**config.mk**
```make
export PLATFORM = sky130hd
export DESIGN_NAME = mem_access_ctrl_flat
export DESIGN_NICKNAME = d
export VERILOG_FILES = /design/src/rtl/mem_pkg.sv /design/src/rtl/mem_access_ctrl_if.sv /design/src/rtl/mem_lane_align.sv /design/src/rtl/mem_access_ctrl.sv /design/src/flat_wrapper.sv
export SDC_FILE = /design/constraint.sdc
export NUM_CORES = 1
export LEC_CHECK = 0
export CAP_MARGIN = 20
export CORE_UTILIZATION = 37
export DETAILED_ROUTE_END_ITERATION = 10
export HOLD_SLACK_MARGIN = 0.12
export PLACE_DENSITY_LB_ADDON = 0.15
export SLEW_MARGIN = 20
export SYNTH_ARGS = -nofsm -noshare
export SYNTH_HDL_FRONTEND = slang
export SYNTH_SLANG_ARGS = --single-unit
```
**constraint.sdc**
```tcl
create_clock -name clk -period 3.14 [get_ports clk]
set_input_delay 0.942 -clock clk [delete_from_list [all_inputs] [get_ports clk]]
set_output_delay 0.942 -clock clk [all_outputs]
set_load 0.1 [all_outputs]
```
**src/rtl/mem_pkg.sv**
```systemverilog
// Shared types and constants for the data-RAM access controller.
// Contents: access size encodings, FSM state enum, default widths and a
// helper that classifies full-word accesses.
package mem_pkg;

   localparam int unsigned DEF_ADDR_W = 9;
   localparam int unsigned DEF_DATA_W = 32;

   localparam logic [1:0] SZ_BYTE = 2'b00;
   localparam logic [1:0] SZ_HALF = 2'b01;
   localparam logic [1:0] SZ_WORD = 2'b10;
   localparam logic [1:0] SZ_ILL  = 2'b11;

   typedef enum logic [2:0] {
      IDLE  = 3'd0,
      RD    = 3'd1,
      CAP   = 3'd2,
      MERGE = 3'd3,
      WR    = 3'd4,
      RESP  = 3'd5
   } state_t;

   // Size 11 only reaches the datapath when error checking is off, where it acts as a word.
   function automatic logic is_word(input logic [1:0] size);
      return (size == SZ_WORD) || (size == SZ_ILL);
   endfunction

endpackage

```
**src/rtl/mem_access_ctrl_if.sv**
```systemverilog
// CPU-side request/response bus of the data-RAM access controller.
// master: CPU datapath (drives req_*, receives req_ready and rsp_*).
// slave : mem_access_ctrl.
interface mem_access_ctrl_if #(
   parameter int unsigned ADDR_W = 9,
   parameter int unsigned DATA_W = 32
);
   logic              req_valid;
   logic              req_ready;
   logic              req_write;
   logic [1:0]        req_size;
   logic              req_signed;
   logic [ADDR_W+1:0] req_addr;
   logic [DATA_W-1:0] req_wdata;
   logic              rsp_valid;
   logic [DATA_W-1:0] rsp_rdata;
   logic              rsp_err;

   modport master (
      output req_valid, req_write, req_size, req_signed, req_addr, req_wdata,
      input  req_ready, rsp_valid, rsp_rdata, rsp_err
   );

   modport slave (
      input  req_valid, req_write, req_size, req_signed, req_addr, req_wdata,
      output req_ready, rsp_valid, rsp_rdata, rsp_err
   );
endinterface

```
**src/rtl/mem_lane_align.sv**
```systemverilog
// Combinational byte-lane logic for the data-RAM port.
// Ports: size/is_signed/offset select the lane; rdata is the RAM word;
// wdata is right-aligned store data; load_data_c is the extended load
// result; merge_data_c is rdata with the addressed lane replaced by wdata.
module mem_lane_align
   import mem_pkg::*;
(
   input  logic [1:0]            size,
   input  logic                  is_signed,
   input  logic [1:0]            offset,
   input  logic [DEF_DATA_W-1:0] rdata,
   input  logic [DEF_DATA_W-1:0] wdata,
   output logic [DEF_DATA_W-1:0] load_data_c,
   output logic [DEF_DATA_W-1:0] merge_data_c
);

   logic [4:0]            byte_sh;
   logic [4:0]            half_sh;
   logic [7:0]            byte_val;
   logic [15:0]           half_val;
   logic [DEF_DATA_W-1:0] mask;
   logic [DEF_DATA_W-1:0] lane;

   // Halfword lane uses only addr[1]; addr[0] is ignored (or trapped as an error upstream).
   assign byte_sh  = {offset, 3'b000};
   assign half_sh  = {offset[1], 4'b0000};
   assign byte_val = 8'(rdata >> byte_sh);
   assign half_val = 16'(rdata >> half_sh);

   // Load extract and extension
   always_comb begin
      load_data_c = rdata;
      case (size)
         SZ_BYTE: load_data_c = {{24{is_signed & byte_val[7]}}, byte_val};
         SZ_HALF: load_data_c = {{16{is_signed & half_val[15]}}, half_val};
         default: load_data_c = rdata;
      endcase
   end

   // Store merge: replace only the addressed lane
   always_comb begin
      mask         = '1;
      lane         = wdata;
      merge_data_c = wdata;
      case (size)
         SZ_BYTE: begin
            mask = DEF_DATA_W'(32'h0000_00FF) << byte_sh;
            lane = DEF_DATA_W'(wdata[7:0]) << byte_sh;
         end
         SZ_HALF: begin
            mask = DEF_DATA_W'(32'h0000_FFFF) << half_sh;
            lane = DEF_DATA_W'(wdata[15:0]) << half_sh;
         end
         default: begin
            mask = '1;
            lane = wdata;
         end
      endcase
      merge_data_c = (rdata & ~mask) | (lane & mask);
   end

endmodule

```
**src/rtl/mem_access_ctrl.sv**
```systemverilog
// Initiator side of the on-chip data RAM port: one load/store at a time,
// sub-word stores done as read-modify-write.
// Ports: clk, reset (sync, active-high); bus (slave modport: req_* in,
// req_ready/rsp_* out); ram_read/ram_write strobes, ram_addr word address,
// ram_data_in write data, ram_data_out registered RAM read data.
// Build option: define MEM_ACCESS_ERR_CHECK_EN to enable alignment and
// illegal-size checking with a one-cycle error response.
module mem_access_ctrl
   import mem_pkg::*;
#(
   parameter int unsigned ADDR_W = DEF_ADDR_W,
   parameter int unsigned DATA_W = DEF_DATA_W
) (
   input  logic               clk,
   input  logic               reset,
   mem_access_ctrl_if.slave   bus,
   output logic               ram_read,
   output logic               ram_write,
   output logic [ADDR_W-1:0]  ram_addr,
   output logic [DATA_W-1:0]  ram_data_in,
   input  logic [DATA_W-1:0]  ram_data_out
);

   state_t            state;
   state_t            state_next;
   logic              accept_c;
   logic              req_err_c;
   logic              lat_write;
   logic              lat_signed;
   logic [1:0]        lat_size;
   logic [1:0]        lat_off;
   logic [DATA_W-1:0] lat_wdata;
   logic              ram_read_q;
   logic              ram_write_q;
   logic [DATA_W-1:0] load_data_c;
   logic [DATA_W-1:0] merge_data_c;

   assign accept_c = bus.req_valid && bus.req_ready;

   // Strobes are killed combinationally so a reset mid-transaction never touches RAM
   assign ram_read  = ram_read_q  & ~reset;
   assign ram_write = ram_write_q & ~reset;

   // Request error decode
`ifdef MEM_ACCESS_ERR_CHECK_EN
   always_comb begin
      req_err_c = 1'b0;
      case (bus.req_size)
         SZ_BYTE: req_err_c = 1'b0;
         SZ_HALF: req_err_c = bus.req_addr[0];
         SZ_WORD: req_err_c = (bus.req_addr[1:0] != 2'b00);
         default: req_err_c = 1'b1;
      endcase
   end
`else
   assign req_err_c = 1'b0;
`endif

   mem_lane_align u_align (
      .size         (lat_size),
      .is_signed    (lat_signed),
      .offset       (lat_off),
      .rdata        (ram_data_out),
      .wdata        (lat_wdata),
      .load_data_c  (load_data_c),
      .merge_data_c (merge_data_c)
   );

   // Next-state logic
   always_comb begin
      state_next = state;
      case (state)
         IDLE: begin
            if (accept_c) begin
               if (req_err_c)                  state_next = RESP;
               else if (!bus.req_write)        state_next = RD;
               else if (is_word(bus.req_size)) state_next = WR;
               else                            state_next = RD;
            end
         end
         RD:      state_next = lat_write ? MERGE : CAP;
         CAP:     state_next = RESP;
         MERGE:   state_next = WR;
         WR:      state_next = RESP;
         RESP:    state_next = IDLE;
         default: state_next = IDLE;
      endcase
   end

   // State, request latch and registered outputs (decoded from the next state)
   always_ff @(posedge clk) begin
      if (reset) begin
         state         <= IDLE;
         bus.req_ready <= 1'b1;
         bus.rsp_valid <= 1'b0;
         bus.rsp_rdata <= '0;
         bus.rsp_err   <= 1'b0;
         ram_read_q    <= 1'b0;
         ram_write_q   <= 1'b0;
         ram_addr      <= '0;
         ram_data_in   <= '0;
         lat_write     <= 1'b0;
         lat_signed    <= 1'b0;
         lat_size      <= SZ_BYTE;
         lat_off       <= 2'b00;
         lat_wdata     <= '0;
      end else begin
         state         <= state_next;
         bus.req_ready <= (state_next == IDLE);
         bus.rsp_valid <= (state_next == RESP);
         bus.rsp_err   <= (state == IDLE) && accept_c && req_err_c;
         bus.rsp_rdata <= (state == CAP) ? load_data_c : '0;
         ram_read_q    <= (state_next == RD);
         ram_write_q   <= (state_next == WR);
         if (accept_c) begin
            lat_write  <= bus.req_write;
            lat_signed <= bus.req_signed;
            lat_size   <= bus.req_size;
            lat_off    <= bus.req_addr[1:0];
            lat_wdata  <= bus.req_wdata;
            ram_addr   <= bus.req_addr[ADDR_W+1:2];
         end
         if (accept_c && bus.req_write && is_word(bus.req_size)) begin
            ram_data_in <= bus.req_wdata;
         end else if (state == MERGE) begin
            ram_data_in <= merge_data_c;
         end
      end
   end

endmodule

```
**src/flat_wrapper.sv**
```systemverilog
// flat-port wrapper written by rule: the top's interface ports become plain ports
module mem_access_ctrl_flat import mem_pkg::*;
#(
   parameter int unsigned ADDR_W = DEF_ADDR_W,
   parameter int unsigned DATA_W = DEF_DATA_W
)
  (clk, reset, ram_read, ram_write, ram_addr, ram_data_in, ram_data_out, bus_req_valid, bus_req_write, bus_req_size, bus_req_signed, bus_req_addr, bus_req_wdata, bus_req_ready, bus_rsp_valid, bus_rsp_rdata, bus_rsp_err);
  mem_access_ctrl_if #(.ADDR_W(ADDR_W), .DATA_W(DATA_W)) bus_i ();
  input  logic clk;
  input  logic reset;
  output logic ram_read;
  output logic ram_write;
  output logic [ADDR_W-1:0] ram_addr;
  output logic [DATA_W-1:0] ram_data_in;
  input  logic [DATA_W-1:0] ram_data_out;
  input wire logic [$bits(bus_i.req_valid)-1:0] bus_req_valid;
  input wire logic [$bits(bus_i.req_write)-1:0] bus_req_write;
  input wire logic [$bits(bus_i.req_size)-1:0] bus_req_size;
  input wire logic [$bits(bus_i.req_signed)-1:0] bus_req_signed;
  input wire logic [$bits(bus_i.req_addr)-1:0] bus_req_addr;
  input wire logic [$bits(bus_i.req_wdata)-1:0] bus_req_wdata;
  output wire logic [$bits(bus_i.req_ready)-1:0] bus_req_ready;
  output wire logic [$bits(bus_i.rsp_valid)-1:0] bus_rsp_valid;
  output wire logic [$bits(bus_i.rsp_rdata)-1:0] bus_rsp_rdata;
  output wire logic [$bits(bus_i.rsp_err)-1:0] bus_rsp_err;
  assign bus_i.req_valid = bus_req_valid;
  assign bus_i.req_write = bus_req_write;
  assign bus_i.req_size = bus_req_size;
  assign bus_i.req_signed = bus_req_signed;
  assign bus_i.req_addr = bus_req_addr;
  assign bus_i.req_wdata = bus_req_wdata;
  assign bus_req_ready = bus_i.req_ready;
  assign bus_rsp_valid = bus_i.rsp_valid;
  assign bus_rsp_rdata = bus_i.rsp_rdata;
  assign bus_rsp_err = bus_i.rsp_err;
  mem_access_ctrl #(.ADDR_W(ADDR_W), .DATA_W(DATA_W)) u_core (.clk(clk), .reset(reset), .bus(bus_i), .ram_read(ram_read), .ram_write(ram_write), .ram_addr(ram_addr), .ram_data_in(ram_data_in), .ram_data_out(ram_data_out));
endmodule
```
==> flow_results.org, run 1 <==
** Global routing
- The first global-routing pass estimated 27820 um of wire.
- Antenna violations before repair :: 0
- Aggregate global-route resource usage :: 24.61%
- Entering global routing, the biggest net connects 92 pins.
- Leftover overflow at the end of global routing :: 0
- Number of global-route vias before repair :: 5127

** Floorplan
- Chip Height :: 122.7 um
- The floorplan has 43 rows.
- 160 I/O pins were placed.
- Chip Width :: 122.7 um
- Area of the die :: 0.01505 sq mm
- Starting density of the core :: 38.38%
- Placeable core area :: 0.01404 sq mm

** Timing
- Count of pins over their slew limit :: 0
- Slew at the pin with the worst max-slew slack :: 0.9583 ns
- Layout Skew :: 0.01025 ns
- After layout, the worst path uses 83.36% of the clock period.
- Number of hold violations in the final report :: 0
- # setup viols final :: 0
- Relative slew margins :: 36.12%
- The smallest clock period supported by the final layout is computed as 2.618 ns.
- Hold timing on the final database bottoms out at a slack of 0.4519 ns.
- RSZ-0062 raised after global routing :: false
- Maximum frequency from static timing analysis :: 382.0 MHz

** Worst setup path
- Data on the critical path arrives at its endpoint at 2.97 ns.
- Required time of the critical path :: 3.49 ns
- In this run the worst path has a maximum fanout of 16.
- Critical Path Max Stage Delay :: 0.91 ns
- Slowest cell on the critical path :: a2111oi_4
- Cells along the critical path :: clkdlybuf4s50_1 -> mux4_2 -> nor2_1 -> a2111oi_4 -> a21o_2
- Crit path kind :: in2reg
- The worst setup path is launched from an input pin.
- Endpoint type of the worst setup path :: register

** Drt
- Via-to-Cell Ratio :: 5.600
- Dividing the detail-routed wire length by the instance count gives 18.30 um.
- Met2 Routed Length :: 7932 um
- Number of design-rule violations left by the first detailed-router iteration :: 473
- First drt pass iteration count :: 5
- Met3 layer wire length in the routed design :: 1501 um
- In the final routing, the length of wire on met1 measures 8276 um.
- The detail route stage leaves a number of antenna-violating nets equal to 0.
- For this run, design rule violations remaining after detail routing come to 0.
- Vias after detailed routing :: 5522
- Top Layer Used :: met4
- Wire length after detailed routing :: 18040 um

** Cells and area
- Of the cells placed in the final design, the portion with a size suffix greater than 1 is 17.37%.
- Number of standard cells in the final layout excluding fillers :: 986
- Synth-to-Final Area Change :: 37.80%
- Design Area, Final :: 0.007426 sq mm
- Number of nets in the layout :: 875
- Measured on the finished design, the core utilization comes to 52.88%.
- Ant. Diodes :: 0

** Clock tree
- CTS Sinks :: 118
- Number of setup buffers added after CTS :: 0
- Clk slew on worst S/H paths :: 0.05 ns
- TritonCTS clock tree :: yes
- # hold bufs at CTS :: 0
- Clock Root Buffer :: clkbuf_16
- Number of buffers inserted during clock tree synthesis :: 17
- After clock tree synthesis, the repair step resized 0 gates.
- CTS Buffer Depth :: 2
- The H-tree was split into 4 levels.
- At the later pin of the worst-skew pair, clock insertion delay measures 0.42 ns.

** Synthesis
- The netlist uses 42 different library cells.
- Post-synth net total :: 736
- The share of the Yosys chip area taken by registers is 43.84%.
- Most used flip-flop cell after synthesis :: dfxtp_1
- Largest cells by area after synthesis :: dfxtp_1, nand2_1, a21oi_1
- Fraction of registers with async set or reset after synthesis :: 0%
- Yosys printed 0 warnings.
- Register bit count reported by yosys :: 118
- The biggest area contributor in the post-synthesis netlist is dfxtp_1.
- Count of flip-flops with a built-in enable after synthesis :: 0
- Post-synthesis average cell area :: 8.240 sq um
- Synthesized instance count :: 654
- Post-synthesis instance area :: 0.005389 sq mm
- Of the post-synthesis cell area, the dominant cell type holds 43.84%.

** Power
- Proportion of power drawn by the clock network :: 38.6%
- For this design the static power due to leakage is 3.095 nW.
- Dividing total power by cell area gives a power density of 595.8 mW/mm^2.
- Power Total :: 4.425 mW
- Share of total power in combinational logic :: 23.4%
- Part of the power in registers :: 38.0%
- The worst-case IR drop observed on VDD is 0.0003772 V.
- Sw Pwr :: 1.432 mW
- Net switching share of the total power :: 32.37%
- Total internal power :: 2.993 mW

** Job
- Max-cap violations in this run came to 0.

** Run status
- Run status :: finished clean

** Place
- Routability Congestion :: 0.8610
- During placement, the flow inserted port buffers numbering 158.
- Once placement finished, the instance area stood at 0.006909 sq mm.
- Counting tap cells, the placed design contains a total of 954 instances.
- Detailed placement finished with a half-perimeter wire length of 12910 um.

** Worst hold path
- Type of the worst min-delay path :: reg2reg
critical path, delay by kind of cell:
family,cells,cell delay [ns]
multiplexers,1,0.30
AO/OA/AOI/OAI,2,1.08
AND/OR/NAND/NOR,1,0.07
buffers and inverters,1,0.58
through the flow:
step | setup slack (ns) | TNS, ns
4_1_cts | 0.5379 | 0
3_5_place_dp | 0.1213 | 0
5_1_grt | 0.4107 | 0
3_3_place_gp | 0.1900 | 0
6_report | 0.5223 | 0
2_1_floorplan | -0.4495 | -0.8991
state kept, by name, summed over array words and instances (netlist names):
name,flops
u_core.bus.req_ready,1
u_core.bus.rsp_rdata,32
u_core.bus.rsp_valid,1
u_core.lat_off,2
u_core.lat_signed,1
u_core.lat_size,2
u_core.lat_wdata,32
u_core.lat_write,1
u_core.ram_addr,9
u_core.ram_data_in,32
u_core.ram_read_q,1
u_core.ram_write_q,1
u_core.state,3
placed cells by master (no fill, tap or decap), types with 12 or more instances in the layout:
cell               n
a21o_1            21
dfxtp_1          118
buf_4             91
a21oi_1           72
clkdlybuf4s50_1   80
nand3b_1          13
o22ai_1           30
nor3_1            12
clkbuf_16         17
nor2_1            50
nand2_1          140
inv_1             12
nand2b_1          16
per-layer routing:
layer  GRT usage (%)  vias to the layer above
met3           4.926                       29
met2           35.85                      275
met5               0                        -
li1                -                     2597
met1           35.13                     2621
met4           10.06                        0
path summary, 6_finish.rpt:
check,start,endpoint,slack (ns),cells past startpoint
max reg2reg,u_core.lat_off[0],u_core.bus.rsp_rdata[18],0.80,4
min,u_core.lat_wdata[29],u_core.lat_wdata[29],0.45,2
min reg2reg,u_core.lat_wdata[29],u_core.lat_wdata[29],0.45,2
max,ram_data_out[23],u_core.bus.rsp_rdata[18],0.52,5
kinds of logic after synthesis:
kind of cell | share of synthesized area [%]
flip-flops | 43.84
multiplexers | 5.201
buffers and inverters | 5.178
AO/OA/AOI/OAI | 23.71
AND/OR/NAND/NOR | 22.01
other | 0.06959
layout make-up:
type                            instances  area [sq um]
Tap cell                              180         225.2
Sequential cell                       118          2362
Multi-Input combinational cell        470          2748
Timing Repair Buffer                  174          1529
Clock buffer                           28         496.7
Inverter                               12         45.04
Fill cell                            1354          6616
Clock inverter                          4         20.02
Yosys cell counts (all sizes together) (9+ instances only):
cell type  instances
a221oi             9
nand3b            13
buf               16
o31ai             11
nand2b            16
dfxtp            118
a21o              23
o21ai             11
nand2            140
a21oi             72
o22ai             30
nor2              50
nor3              12
clkbuf            38
inv               12
power by group through the flow:
stage	Combinational (mW)	Sequential (mW)	Clock [mW]
CTS	1.03	1.68	1.72
detailed placement	1.03	1.71	0
finish	1.03	1.68	1.71
global placement	1.02	1.71	0
floorplan	0.423	1.98	0
global route	1.10	1.69	1.80
(Power assumes the default switching activity.)
==> inputs of run 2 (changes only) <==
clock period = 2.7 ns   (was 3.14 ns; I/O delays follow)
==> flow_results.org, run 2 (synthesis gave the netlist of run 1 again) <==
** Run status
- Run status :: finished clean

** Floorplan
- Placeable core area :: 0.01404 sq mm (unchanged)
- Starting density of the core :: 38.38% (unchanged)
- Chip Width :: 122.7 um (unchanged)
- Area of the die :: 0.01505 sq mm (unchanged)
- The number of primary I/O pins is 160 (unchanged).
- The height of the chip came to 122.7 um (unchanged).
- Site row count :: 43 (unchanged)

** Clock tree
- The hold buffer count at cts is 0 (unchanged).
- CTS Sinks :: 118 (unchanged)
- CTS Buffer Depth :: 2 (unchanged)
- The total of cells resized after clock tree synthesis was 0 (unchanged).
- The buffers inserted during post-CTS setup optimization is 0 (unchanged).
- Clk slew on worst S/H paths :: 0.05 ns (about the same)
- TritonCTS clock tree :: yes
- Later-pin clock latency in the skew report :: 0.41 ns (about the same)
- CTS placed an instance of clkbuf_16 at the clock tree root.
- Level count of the clock H-tree :: 4 (unchanged)
- Number of buffers inserted during clock tree synthesis :: 17 (unchanged)

** Worst setup path
- In this run the critical register-to-register path is captured at u_core.bus.rsp_rdata[18].
- Endpoint type of the worst setup path :: register
- Launch point of the worst reg-to-reg path :: u_core.state[1]
- CP Launch Point :: ram_data_out[7]
- Setup slack, reg-to-reg :: 0.55 ns (-0.25 ns)
- Crit path kind :: in2reg
- Required time of the critical path :: 3.05 ns (-0.44 ns)
- The most critical setup path has its endpoint at u_core.bus.rsp_rdata[18].
- Crit path arrival time :: 2.75 ns (-0.22 ns)
- The worst reg2reg path depth was 3 (-1).
- Highest net fanout along the worst path :: 16 (unchanged)
- Nature of the critical path startpoint :: input pin

** Global routing
- The pin count of the biggest net entering global routing was 44 (-52%).
- Leftover overflow at the end of global routing :: 0 (unchanged)
- The number of global-route vias before repair is 5166 (+0.76%).
- The initial antenna violation count came to 0 (unchanged).
- The first-pass GRT wire length is 27700 um (-0.42%).
- The overall global routing resource usage is 24.52% (-0.087 points).

** Place
- Routability Congestion :: 0.8998 (+4.5%)
- Total half-perimeter wirelength after legalization and detailed placement :: 13130 um (+1.7%)
- The count of input and output buffers was 158 (unchanged).
- Post-DP Area :: 0.006992 sq mm (+1.2%)

** Timing
- Of the available clock period, the critical path in the final layout requires 88.87%.
- The sum of negative setup slack is 0 ns (unchanged).
- The final clock skew is 0.008384 ns (-0.001866 ns).
- The worst slew margin relative to its limit is 36.90% (+0.78 points).
- The worst hold-check slack is 0.4534 ns (+0.001544 ns).
- The smallest clock period supported by the final layout is computed as 2.400 ns.
- For this run, the top clock speed supported by timing is 416.7 MHz.
- Number of hold violations in the final report :: 0 (unchanged)
- The max-slew violation total from the final report is 0 (unchanged).
- Slew at the pin with the worst max-slew slack :: 0.9466 ns (-0.01171 ns)
- Setup repair after global routing left no endpoint under its margin.
- # setup viols final :: 0 (unchanged)

** Power
- Power density over the cells :: 687.3 mW/mm^2 (+15%)
- Maximum vdd ir drop :: 0.0004179 V (+11%)
- Leak pwr :: 3.144 nW (+1.6%)

** Job
- Max-cap violations :: 0 (unchanged)

** Drt
- The wire length reported by the detailed router is 17970 um (-0.40%).
- The count of antenna-violating nets left after detailed routing is 0 (unchanged).
- The post-route DRC violation count was 0 (unchanged).
- The number of DRC markers in iteration 0 came to 611 (+29%).
- The average via count per standard cell is 5.525 (-1.3%).
- The average routed wire per standard cell was 18.11 um (-1.0%).
- The detailed-route via count came to 5481 (-0.74%).
- The first-pass iteration count of the detailed router is 5 (unchanged).

** Cells and area
- Commonest cells after routing, fill and taps aside :: nand2_1, dfxtp_1, buf_4
- Filler cells :: 1291 (-4.7%)
- The summed area of non-filler cells in the final layout was 0.007515 sq mm (+1.2%).
- Ant. Diodes :: 0 (unchanged)
- Synth-to-Final Area Change :: 39.45%
- The largest registers in the layout are u_core.bus.rsp_rdata x32, u_core.lat_wdata x32, u_core.ram_data_in x32.
- Number of nets in the layout :: 882 (+0.80%)
- The fraction of layout cells with a size suffix above 1 is 18.47% (+1.1 points).
- The library cell used most frequently in the layout, excluding fill and tap cells, is nand2_1.

** Worst hold path
- The worst hold path belongs to the class reg2reg.
==> run 2: cell count changes in the layout (fill, tap and decap cells not counted), sizes merged <==
cell,previous run,this run
buf,94,101
clkbuf,28,27
==> run 2: cell type report <==
cell class	count	area (sq um)	share of cell area, %
Inverter	12	45.04	0.5994
Sequential cell	118	2362	31.44
Tap cell	180	225.2	2.997
Clock inverter	4	20.02	0.2664
Timing Repair Buffer	181	1607	21.38
Clock buffer	27	503.0	6.693
Multi-Input combinational cell	470	2753	36.63
==> run 2: how the worst min path moves through the flow <==
stage,end,start,cells after the start
floorplan,u_core.lat_wdata[24],u_core.lat_wdata[24],2
global placement,u_core.lat_wdata[25],u_core.lat_wdata[25],2
detailed placement,u_core.lat_wdata[23],u_core.lat_wdata[23],2
CTS,u_core.lat_wdata[23],u_core.lat_wdata[23],2
global route,u_core.lat_wdata[30],u_core.lat_wdata[30],2
finish,u_core.lat_wdata[16],u_core.lat_wdata[16],2
==> run 2: worst max-delay path, cell delays in order <==
cell and delay, ns:
clkdlybuf4s50_1 0.54, mux4_2 0.29, nor2_1 0.07, a2111oi_4 0.86
a21o_2 0.17
==> run 2: power by group <==
group | switching, mW | internal [mW] | total, mW | leakage (nW)
registers | 0.0885 | 1.85 | 1.94 | 0.961
logic | 0.826 | 0.409 | 1.23 | 1.92
clock network | 0.733 | 1.26 | 1.99 | 0.261
total | 1.65 | 3.52 | 5.16 | 3.14
==> run 2: routing by layer <==
layer	GRT usage, %	vias to the layer above	share of wire [%]
li1	-	2609	-
met1	34.59	2580	45
met2	36.13	265	44
met3	6.366	27	9.3
met4	7.927	0	1.4
met5	0	-	0
==> run 2: per-stage QoR <==
step | total power, mW | std cells | utilization, % | setup WS (ns)
after floorplan | 2.793 | 654 | - | -0.1160
after global placement | 3.187 | 961 | 49.79 | -0.04965
after detailed placement | 3.202 | 961 | 49.79 | -0.1019
after CTS | 5.193 | 992 | 53.52 | 0.3137
after global routing | 5.382 | 992 | 53.52 | 0.2287
final | 5.165 | 992 | 53.52 | 0.3004
==> inputs of run 3 (changes only) <==
SLEW_MARGIN = 40   (was 20)
==> flow_results.org, run 3 (synthesis gave the netlist of run 1 again) <==
** Global routing
- The residual overflow from global routing came to 0 (unchanged).
- The overall global routing resource usage was 24.51% (about the same).
- The first-pass GRT wire length is 27780 um (+0.27%).
- Pin count of the biggest net entering global routing :: 44 (unchanged)
- The initial antenna violation count is 0 (unchanged).
- Number of global-route vias before repair :: 5135 (-0.60%)

** Cells and area
- The number of nets at the end of the flow is 883 (+0.11%).
- Most common cell after layout, fill and taps aside :: nand2_1
- In the layout the commonest cells are nand2_1, dfxtp_1, buf_4.
- The number of antenna repair diodes is 0 (unchanged).
- The growth of design area from synthesis to finish was 39.59% (about the same).
- Filler cells :: 1321 (+2.3%)
- The summed area of non-filler cells in the final layout was 0.007522 sq mm (about the same).
- Largest registers ranked by flip-flop count :: u_core.bus.rsp_rdata x32, u_core.lat_wdata x32, u_core.ram_data_in x32
- The fraction of layout cells with a size suffix above 1 is 18.57% (+0.10 points).

** Run status
- The run finished with clean final reports.

** Clock tree
- CTS Buffer Depth :: 2 (unchanged)
- The number of clock sinks was 118 (unchanged).
- Number of buffers inserted during clock tree synthesis :: 17 (unchanged)
- # hold bufs at CTS :: 0 (unchanged)
- Post-CTS sizing :: 0 (unchanged)
- The clock-pin slew reported for the worst setup and hold paths after clock tree synthesis is 0.05 ns (about the same).
- Later-pin clock latency in the skew report :: 0.41 ns (about the same)
- Number of setup buffers added after CTS :: 0 (unchanged)
- Clock Root Buffer :: clkbuf_16
- TritonCTS built the clock tree.
- Level count of the clock H-tree :: 4 (unchanged)

** Place
- The standard cell area after detailed placement was 0.006999 sq mm (+0.11%).
- Routability Congestion :: 0.8998 (unchanged)
- The half-perimeter wire length after detailed placement came to 13170 um (+0.27%).
- The worst setup slack after placement came to 0.02634 ns (+0.1283 ns).
- The count of input and output buffers was 158 (unchanged).

** Floorplan
- The full die area is 0.01505 sq mm (unchanged).
- Placeable core area :: 0.01404 sq mm (unchanged)
- Site row count :: 43 (unchanged)
- Chip Width :: 122.7 um (unchanged)
- I/O pin total :: 160 (unchanged)
- Starting density of the core :: 38.38% (unchanged)
- Chip Height :: 122.7 um (unchanged)

** Drt
- The detailed-route via count came to 5470 (-0.20%).
- Number of design-rule violations left by the first detailed-router iteration :: 554 (-9.3%)
- Wirelength per Cell :: 18.31 um (+1.1%)
- Via-to-Cell Ratio :: 5.509 (-0.30%)
- Antenna-violating nets left :: 0 (unchanged)
- The post-route DRC violation count was 0 (unchanged).
- Wire length after detailed routing :: 18180 um (+1.2%)
- First drt pass iteration count :: 6 (+1)

** Worst setup path
- The largest fanout on the critical path came to 25 (+9).
- Launch point of the worst reg-to-reg path :: u_core.state[1]
- Endpoint type of the worst setup path :: output pin
- The setup slack on the worst flop-to-flop path came to 0.64 ns (+0.09 ns).
- STA classifies the critical path startpoint as an input pin.
- Crit path arrival time :: 1.52 ns (-1.23 ns)
- In this run the critical register-to-register path is captured at u_core.bus.rsp_rdata[31].
- The required time of the critical path was 1.89 ns (-1.16 ns).
- Crit path kind :: in2out
- Depth of the most critical reg-to-reg path :: 4 (+1)

** Worst hold path
- Number of cells traversed by the worst hold path :: 2 (unchanged)
- In this run the most critical hold path is launched from u_core.lat_wdata[24].
- The tightest min-delay check is of the reg2reg type.
- Min-Delay Endpoint :: u_core.lat_wdata[24]

** Power
- The cell area power density is 689.8 mW/mm^2 (+0.36%).
- Maximum vdd ir drop :: 0.0004660 V (+11%)
- The static power due to leakage was 3.149 nW (+0.17%).

** Timing
- The worst slew margin relative to its limit was 48.47% (+12 points).
- Number of hold violations in the final report :: 0 (unchanged)
- RSZ-0062 raised after global routing :: false
- Min Hold Slack :: 0.4527 ns (-0.0007010 ns)
- Portion of the clock cycle consumed by the worst path in the final layout :: 86.36% (-2.5 points)
- The worst-case setup margin in the final layout came to 0.3683 ns (+0.06785 ns).
- Maximum frequency from static timing analysis :: 428.9 MHz (+2.9%)
- The post-route minimum period came to 2.332 ns (-0.06785 ns).
- The number of endpoints failing setup at the final stage was 0 (unchanged).
- Count of pins over their slew limit :: 0 (unchanged)
- The final clock skew came to 0.008610 ns (+0.0002261 ns).
- The slew at the pin closest to its max-slew limit is 0.7709 ns (-0.1756 ns).

** Job
- The number of maximum-capacitance violations was 0 (unchanged).
-- run 3: cell types whose count changed in the layout (fill, tap and decap cells not counted) --
cell   before  now
buf_4      96   97
-- run 3: where the power goes --
group	internal, mW	switching (mW)	leakage, nW
logic	0.409	0.828	1.93
clock network	1.26	0.752	0.261
registers	1.85	0.0893	0.961
total	3.52	1.67	3.15
-- run 3: worst max-delay path, stage by stage --
cell	delay [ns]
buf_2	0.11
buf_4	0.22
nor2b_2	0.19
buf_12	0.19
-- run 3: through the flow --
step | total power, mW | std cells | TNS [ns] | util [%]
global placement | 3.187 | 961 | -0.3704 | 49.79
detailed placement | 3.203 | 962 | 0 | 49.84
global route | 5.383 | 993 | 0 | 53.57
CTS | 5.210 | 993 | 0 | 53.57
finish | 5.188 | 993 | 0 | 53.57
floorplan | 2.793 | 654 | -0.2321 | -
-- run 3: worst max path at each step --
| stage | start | slack (ns) | end |
|---|---|---|---|
| finish | reset | 0.37 | ram_read |
| global route | reset | 0.33 | ram_read |
| CTS | reset | 0.36 | ram_read |
| detailed placement | ram_data_out[7] | 0.03 | u_core.bus.rsp_rdata[25] |
| global placement | ram_data_out[7] | -0.05 | u_core.bus.rsp_rdata[17] |
| floorplan | reset | -0.12 | ram_read |
-- run 3: cell type report --
class | instances | area (sq um) | area share, %
multi-input combinational | 470 | 2753 | 36.59
sequential | 118 | 2362 | 31.40
timing repair buffer | 182 | 1614 | 21.46
clock buffer | 27 | 503.0 | 6.687
tap | 180 | 225.2 | 2.994
inverter | 12 | 45.04 | 0.5988
clock inverter | 4 | 20.02 | 0.2661
-- run 3: per-layer routing --
metal | track usage (%) | vias up | part of all wire, % | wire [um]
met5 | 0 | - | 0 | 0
met4 | 9.223 | 0 | 1.9 | 337
met3 | 4.693 | 24 | 7.1 | 1298
met2 | 36.66 | 231 | 44 | 7995
met1 | 34.68 | 2600 | 47 | 8551
li1 | - | 2615 | - | -
